[src/rtl/frame_display_pkg.sv]
// Shared video definitions: visible resolution, frame-buffer address width and the
// 24-bit colour bundle used by the sync generator, frame-buffer writer and display back-end.
package frame_display_pkg;

  localparam int unsigned H_RES  = 640;
  localparam int unsigned V_RES  = 480;
  localparam int unsigned ADDR_W = 19;

  typedef struct packed {
    logic [7:0] Red;
    logic [7:0] Green;
    logic [7:0] Blue;
  } rgb24_t;

endpackage

[src/rtl/frame_display_rgb332_expand.sv]
// RGB332 to 24-bit RGB by bit replication, so full-scale codes map to 0xFF exactly.
module rgb332_expand
  import frame_display_pkg::*;
(
  input  logic [7:0] code,
  output rgb24_t     rgb
);

  always_comb begin
    rgb       = '0;
    rgb.Red   = {code[7:5], code[7:5], code[7:6]};
    rgb.Green = {code[4:2], code[4:2], code[4:3]};
    rgb.Blue  = {code[1:0], code[1:0], code[1:0], code[1:0]};
  end

endmodule

[src/rtl/frame_display.sv]
// Pixel back-end: coordinate to frame-buffer address, visibility pipeline aligned with the
// RAM read latency, and RGB332 expansion registered on each pixel_clk rising edge.
module frame_display #(
  parameter int unsigned H_RES = frame_display_pkg::H_RES,
  parameter int unsigned V_RES = frame_display_pkg::V_RES
) (
  input  logic        Clk,
  input  logic        reset,
  input  logic        pixel_clk,
  input  logic [9:0]  DrawX,
  input  logic [9:0]  DrawY,
  input  logic [7:0]  frame_output,
  output logic [18:0] frame_rdAddress,
  output logic [7:0]  Red,
  output logic [7:0]  Green,
  output logic [7:0]  Blue
);

  import frame_display_pkg::*;

  localparam logic [9:0] HLimit = 10'(H_RES);
  localparam logic [9:0] VLimit = 10'(V_RES);

  logic                visible;
  logic [ADDR_W-1:0]   address;
  logic [ADDR_W-1:0]   y_ext;
  logic [ADDR_W-1:0]   x_ext;
  logic                vis1_q;
  logic                vis2_q;
  logic                pclk_q;
  logic                strobe;
  rgb24_t              expanded;
  rgb24_t              rgb_q;

  // DrawY*640 + DrawX without a multiplier; max visible result 307199 fits 19 bits.
  always_comb begin
    visible = (DrawX < HLimit) && (DrawY < VLimit);
    y_ext   = {{(ADDR_W - 10){1'b0}}, DrawY};
    x_ext   = {{(ADDR_W - 10){1'b0}}, DrawX};
    address = '0;
    if (visible) begin
      address = (y_ext << 9) + (y_ext << 7) + x_ext;
    end
  end

  assign strobe = pixel_clk & ~pclk_q;

  rgb332_expand u_expand (
    .code (frame_output),
    .rgb  (expanded)
  );

  always_ff @(posedge Clk) begin
    if (!reset) begin
      frame_rdAddress <= '0;
      vis1_q          <= 1'b0;
      vis2_q          <= 1'b0;
      pclk_q          <= 1'b0;
      rgb_q           <= '0;
    end else begin
      frame_rdAddress <= address;
      vis1_q          <= visible;
      // vis2_q lines up with frame_output, which lags frame_rdAddress by one Clk.
      vis2_q          <= vis1_q;
      pclk_q          <= pixel_clk;
      if (strobe) begin
        rgb_q <= vis2_q ? expanded : '0;
      end
    end
  end

  assign Red   = rgb_q.Red;
  assign Green = rgb_q.Green;
  assign Blue  = rgb_q.Blue;

endmodule

[config.mk]
export PLATFORM = sky130hd
export DESIGN_NAME = frame_display
export DESIGN_NICKNAME = d
export VERILOG_FILES = /design/src/rtl/frame_display_pkg.sv /design/src/rtl/frame_display_rgb332_expand.sv /design/src/rtl/frame_display.sv
export SDC_FILE = /design/constraint.sdc
export NUM_CORES = 1
export LEC_CHECK = 0
export CORE_MARGIN = 2
export CORE_UTILIZATION = 40
export DETAILED_ROUTE_END_ITERATION = 7
export HOLD_SLACK_MARGIN = 0.12
export PLACE_DENSITY = 0.88
export SKIP_CTS_REPAIR_TIMING = 1
export SLEW_MARGIN = 20
export SYNTH_ARGS = -nofsm -noshare
export SYNTH_HDL_FRONTEND = slang
export SYNTH_SLANG_ARGS = --single-unit
[constraint.sdc]
create_clock -name Clk -period 2.8 [get_ports Clk]
set_input_delay 0.42 -clock Clk [delete_from_list [all_inputs] [get_ports Clk]]
set_output_delay 0.42 -clock Clk [all_outputs]
set_load 0.005 [all_outputs]
# Word-level counts from Yosys, hierarchy flattened
# Index checks and enable logic that the tools add are counted.
dict set report totals {
  regBits 46
  elab_cells 16
}
dict set report op_classes {
  addsub 2
  order_cmp 2
  bitwise 2
  reduce_logical 2
  mux 1
}
# cell n
set op_table {}
lappend op_table {{$mux W24} 1}
lappend op_table {{$add A19 B10 Y19} 1}
lappend op_table {{$add A19 B17 Y19} 1}
lappend op_table {{$lt A10 B10 Y1 const B} 1}
lappend op_table {{$lt A10 B9 Y1 const B} 1}
lappend op_table {{$reduce_and A2 Y1} 1}
lappend op_table {{$and A1 B1 Y1} 1}
lappend op_table {{$logic_and A1 B1 Y1} 1}
lappend op_table {{$not A1 Y1} 1}

# Logic depth before layout (Yosys ltp)
# Gate-level depths: netlist of run 1.
dict set report logic_depth {
  depth_word 3
  ltp_mapped 8
  depth_no_buf 8
}

# By module
# A second synthesis of run 1 with hierarchy kept.
dict set report unflattened {
  hier_cells 256
  hier_area_um2 2297.2
}
# module cells_per_inst seq_area_each_um2 area_per_inst_um2 instances
set by_module_without_submodules {}
lappend by_module_without_submodules {frame_display 232 920.9 2117.0 1}
lappend by_module_without_submodules {rgb332_expand 24 0.0 180.2 1}

# Least setup slack after synthesis of run 1
# Ideal clock, no wire load.
dict set report synth_timing {
  kind {input -> register}
  from {in DrawX[9]}
  to {reg frame_rdAddress[16]}
  stages 8
  t_arrival_ns 2.193
  setup_slack_ns 0.535
  path_buffers 0
  cell_sequence {inv_1 -> fa_1 -> inv_1 -> fa_1 -> a21o_1 -> a21o_1 -> a21oi_2 -> mux2i_1}
}
dict set report synth_via {
  elab_chain_len 3
}
# item line_no
set synth_lines {}
lappend synth_lines {{start, declared} frame_display.sv:10} ;# input logic [9:0] DrawX,
lappend synth_lines {{$lt A10 B10 Y1} frame_display.sv:37} ;# visible = (DrawX < HLimit) && (DrawY < VLimit);
lappend synth_lines {{$logic_and A1 B1 Y1} frame_display.sv:37}
lappend synth_lines {{$reduce_and A2 Y1 (no source line)} -}
lappend synth_lines {{end signal, assigned} frame_display.sv:61} ;# frame_rdAddress <= address;
lappend synth_lines {{end, declared} frame_display.sv:13} ;# output logic [18:0] frame_rdAddress,
# Parallel ways exist; a longest one is shown, timed or not.
# A chain may end at the register's enable or synchronous reset.

# Worst setup path in the final report of run 1
dict set report layout_timing {
  from {in DrawX[9]}
  to {reg frame_rdAddress[15]}
}
# The elaborated chain is that of the path after synthesis.

==> results of run 1 <==
-- flip-flops by register name (all words and copies together) (netlist names) --
signal           flops
pclk_q               1
Green                3
frame_rdAddress     19
vis1_q               1
vis2_q               1
Blue                 2
Red                  3
-- stage by stage --
stage / setup slack [ns] / setup TNS, ns / std cells
floorplan: 0.535 / 0 / 178
global placement: 0.00950 / 0 / 280
detailed placement: -0.0541 / -0.0541 / 280
CTS: 0.232 / 0 / 288
global route: 0.141 / 0 / 288
finish: 0.189 / 0 / 288
-- kinds of logic (layout without fill, tap and decap cells) --
kind of cell / Yosys count / after routing
and+or+nand+nor: 61 / 61
buffers and inverters: 29 / 89
DFF: 30 / 30
adders and majority gates: 21 / 21
xor gates and xnor gates: 3 / 3
muxes: 4 / 4
AOI/OAI and AO/OA: 30 / 30
-- power by group --
| part | total (mW) | switching, mW | internal [mW] |
|---|---|---|---|
| sequential | 0.449 | 0.00561 | 0.444 |
| clock | 0.418 | 0.156 | 0.261 |
| combinational | 0.249 | 0.113 | 0.136 |
-- synthesized netlist by cell type --
library cell / instances
a211oi_1: 2
xnor2_1: 3
inv_2: 1
nor3_1: 2
dfxtp_1: 30
buf_2: 2
a21o_1: 2
buf_6: 1
nand3_1: 12
inv_1: 6
a21boi_0: 8
nor2_1: 9
o2111ai_2: 1
o21ai_0: 8
o22ai_1: 1
a21oi_2: 1
nand2_1: 16
nand4_1: 1
fa_1: 2
nand2b_1: 6
nor2b_1: 2
a21oi_1: 6
mux2i_1: 4
clkbuf_2: 1
buf_4: 16
ha_1: 19
and2_1: 13
o21ai_1: 1
clkbuf_1: 2
-- worst max-delay path, cell delays in order --
cell and delay [ns]:
clkdlybuf4s50_1 0.47, inv_1 0.06, fa_1 0.53, inv_1 0.07, ha_1 0.33, a211oi_1 0.36
o21ai_0 0.16, a21oi_1 0.17, mux2i_1 0.23
-- worst max path at each step --
stage                   from                   to  slack (ns)  cells past startpoint
floorplan           DrawX[9]  frame_rdAddress[16]        0.54                      8
global placement    DrawX[9]  frame_rdAddress[16]       0.009                      9
detailed placement  DrawX[9]  frame_rdAddress[16]       -0.05                      9
CTS                 DrawX[9]  frame_rdAddress[16]        0.23                      9
global route        DrawX[9]  frame_rdAddress[16]        0.14                      9
finish              DrawX[9]  frame_rdAddress[15]        0.19                      9
-- cell type report --
type	count	area (um^2)	share of cell area, %
well taps	50	62.6	2.63
repair buffers	74	738	31.1
multi-input cells	119	841	35.4
inverters	7	26.3	1.11
clock buffers	5	68.8	2.89
clock inverters	3	40.0	1.68
flip-flops and latches	30	601	25.3
-- routing by layer --
metal | track usage [%] | wire [um] | vias up
li1 | - | - | 700
met1 | 16.8 | 1380 | 612
met2 | 29.8 | 1730 | 57
met3 | 3.83 | 282 | 5
met4 | 7.91 | 61 | 0
met5 | 0 | 0 | -
==> impl_metrics.json, run 1 <==
{
  "p_total_mw": 1.12,
  "place_area_um2": 2270,
  "synth-seq-cells": 30,
  "clockRootBuffer": "clkbuf_8",
  "yosys.cell_types.count": 29,
  "clock_tree.buffer_depth": 2,
  "worstHoldStart": "vis1_q",
  "final_cell_mix": "clkdlybuf4s50_1, dfxtp_1, ha_1",
  "r2r_cells": 3,
  "hold_depth": 1,
  "cts.htree.levels": 2,
  "stdcell_area_um2": 2380,
  "synthAdderAreaFrac_pct": 17.1,
  "via_per_inst": 4.77,
  "timing.max_cap.violations": 0,
  "chipHeight_um": 67.7,
  "rsz0062_at_grt": "no",
  "muxShareOfSynthArea_pct": 2.47,
  "timing.rr.start": "pclk_q",
  "final-hold-violation-count": 0,
  "synth_compound_area_share_pct": 12.0,
  "grt-ovfl-total": 0,
  "synthTopCellsByArea": "dfxtp_1, ha_1, buf_4",
  "cts_tree": "done",
  "first_pass_iters": 4,
  "vias": 1374,
  "drv_slew": 0,
  "grt_use_total_pct": 16.1,
  "r2r-end": "Red[6]",
  "antenna_found_initial": 0,
  "slew_headroom_pct": 67.6,
  "holdPathEnd": "vis2_q",
  "area_delta_synth_final_pct": 46.6,
  "synth_top_area_share_pct": 37.0,
  "setup_viol_count_final": 0,
  "hold_class": "flop to flop",
  "clk_latency_ns": 0.27,
  "rows": 23,
  "fp.dieW_um": 67.7,
  "worst_slew_pin_slew_ns": 0.485,
  "gp_congestion": 0.787,
  "critPathKind": "input port to flop",
  "place_hpwl_um": 2850,
  "ys_warn_count": 0,
  "ys_seq_area_share_pct": 37.0,
  "path_clk_slew_ns": 0.06,
  "arrival_ns": 2.81,
  "synth-simple-area-share_pct": 18.6,
  "start_kind": "input port",
  "ir_drop_v": 0.000251,
  "p_per_area_nw_per_um2": 469,
  "ff2ff_setup_slack_ns": 1.71,
  "io_pins": 74,
  "layout_commonest_cell": "clkdlybuf4s50_1",
  "postSynthCellCount": 178,
  "die-area_um2": 4580,
  "drt_iter0_drc": 22,
  "period_share_pct": 93.3,
  "outcome": "completed",
  "path_max_fanout": 2,
  "num_antenna_cells": 0,
  "cts_sinks": 30,
  "ant_nets": 0,
  "post_drt_wl_per_cell_um": 12.0,
  "p_leak_nw": 0.964,
  "wirelength_um": 3450,
  "numCtsBuffers": 5,
  "finalWorstPathRequiredPeriod_ns": 2.61,
  "netlist_area_um2": 1620,
  "synth_top_family_by_area": "simple AND/OR/NAND/NOR gates",
  "final_util_pct": 60.3,
  "endpoint_kind": "flop",
  "layout-drive-gt1-share_pct": 5.04,
  "yosysTopAreaCell": "dfxtp_1",
  "fillCellCount": 344,
  "port_buffers": 73,
  "timing.fmax_mhz": 383,
  "syn_nets": 230,
  "coreArea_um2": 3940,
  "synth_xor_area_share_pct": 1.62,
  "grt_max_degree": 22,
  "syn_avg_cell_area_um2": 9.11,
  "drc": 0,
  "critPathRequiredTime_ns": 3.00,
  "nets": 289,
  "fin_skew_ns": 0.00307,
  "first_global_vias": 1285,
  "fin_hold_ws_ns": 0.439,
  "grt_pass1_wl_um": 5460,
  "initial_core_util_pct": 41.1
}
(Power assumes the default switching activity.)
==> inputs of run 2 (changes only) <==
- MAX_ROUTING_LAYER: default -> met4
==> impl_metrics.json, run 2 (synthesis gave the netlist of run 1 again) <==
{
  "r2r_cells": 3,
  "clock_tree.buffer_depth": 2,
  "ir_drop_v": 0.000251,
  "p_int_mw": 0.841,
  "gp_congestion": 0.798,
  "setup_viol_count_final": 0,
  "final_cell_mix": "clkdlybuf4s50_1, dfxtp_1, ha_1",
  "coreArea_um2": 3940,
  "numCtsBuffers": 5,
  "first_pass_iters": 4,
  "post_drt_wl_per_cell_um": 12.0,
  "cts_tree": "done",
  "drt_iter0_drc": 20,
  "clockPowerShare_pct": 37.4,
  "clockRootBuffer": "clkbuf_8",
  "grt-ovfl-total": 0,
  "switching_share_pct": 24.6,
  "ff2ff_setup_slack_ns": 1.71,
  "path_clk_slew_ns": 0.06,
  "io_pins": 74,
  "cp-endpoint": "frame_rdAddress[15]",
  "multiInputGateArea_um2": 841,
  "timing.max_cap.violations": 0,
  "worst_slew_pin_slew_ns": 0.485,
  "num_antenna_cells": 0,
  "power_frac_seq_pct": 40.3,
  "chipHeight_um": 67.7,
  "regMostFlops": "frame_rdAddress",
  "place_hpwl_um": 2850,
  "critPathRequiredTime_ns": 3.00,
  "ant_nets": 0,
  "slew_headroom_pct": 67.6,
  "fin_cells": 288,
  "fin_skew_ns": 0.00305,
  "final-seq-area_um2": 601,
  "port_buffers": 73,
  "stdcell_area_um2": 2380,
  "cts.htree.levels": 2,
  "nets": 289,
  "fillCellCount": 344,
  "clk_latency_ns": 0.27,
  "finalWorstPathRequiredPeriod_ns": 2.59,
  "path_max_fanout": 2,
  "drv_slew": 0,
  "layout_commonest_cell": "clkdlybuf4s50_1",
  "outcome": "completed",
  "rsz0062_at_grt": "no",
  "timing.fmax_mhz": 385,
  "p_leak_nw": 0.964,
  "final_util_pct": 60.3,
  "p_total_mw": 1.12,
  "antenna_found_initial": 0,
  "vias": 1378,
  "grt_max_degree": 22,
  "hold_class": "flop to flop",
  "comb_power_share_pct": 22.3,
  "place_area_um2": 2270,
  "initial_core_util_pct": 41.1,
  "grt_pass1_wl_um": 5460,
  "start_kind": "input port",
  "endpoint_kind": "flop",
  "wirelength_um": 3450,
  "cts_sinks": 30,
  "fp.dieW_um": 67.7,
  "area_delta_synth_final_pct": 46.6,
  "arrival_ns": 2.79,
  "period_share_pct": 92.7,
  "p_sw_mw": 0.274,
  "timing.rr.start": "pclk_q",
  "rows": 23,
  "layout-drive-gt1-share_pct": 5.04,
  "drc": 0,
  "via_per_inst": 4.78,
  "die-area_um2": 4580,
  "crit_start": "DrawX[9]",
  "final-hold-violation-count": 0,
  "dp_cells": 280,
  "grt_use_total_pct": 16.6,
  "critPathKind": "input port to flop",
  "largest_reg_flops": 19,
  "r2r-end": "Red[6]",
  "p_per_area_nw_per_um2": 469,
  "first_global_vias": 1284
}
-- run 2: worst min path at each step --
| stage | from | end | slack (ns) | cells after the start |
|---|---|---|---|---|
| floorplan | vis1_q | vis2_q | 0.41 | 1 |
| global placement | vis1_q | vis2_q | 0.41 | 1 |
| detailed placement | vis1_q | vis2_q | 0.42 | 1 |
| CTS | vis1_q | vis2_q | 0.43 | 1 |
| global route | vis1_q | vis2_q | 0.45 | 1 |
| finish | vis1_q | vis2_q | 0.44 | 1 |
-- run 2: power groups by stage --
stage	sequential, mW	combinational, mW	clock, mW
floorplan	0.460	0.139	0
global placement	0.459	0.239	0
detailed placement	0.459	0.247	0
CTS	0.450	0.249	0.429
global route	0.451	0.276	0.446
finish	0.449	0.248	0.417
-- run 2: stage by stage --
stage	TNS (ns)	setup WS (ns)	hold slack [ns]
after global placement	0	0.00950	0.414
after CTS	0	0.232	0.434
after floorplan	0	0.535	0.412
after detailed placement	-0.0541	-0.0541	0.419
after global routing	0	0.141	0.453
final	0	0.206	0.439
-- run 2: cell type report --
cell class                 count  area share, %
clock buffer                   5           2.89
clock inverter                 3           1.68
inverter                       7           1.11
multi-input combinational    119           35.4
sequential                    30           25.3
tap                           50           2.63
timing repair buffer          74           31.1
-- run 2: layer usage --
metal	routed length (um)	share of wire, %	GRT usage [%]
met3	283	8.2	3.83
met2	1730	50	29.8
met5	0	0	-
met1	1370	40	16.8
met4	60	1.7	7.91
-- run 2: critical path, stage by stage --
cell and delay [ns]:
clkdlybuf4s50_1 0.47, inv_1 0.06, fa_1 0.53, inv_1 0.07, ha_1 0.33, a211oi_1 0.34
o21ai_0 0.16, a21oi_1 0.17, mux2i_1 0.23
==> inputs of run 3 (changes only) <==
- TNS_END_PERCENT: default -> 20
==> results of run 3 <==
Same layout as run 2: the final DEF is identical, and so are final timing and power.
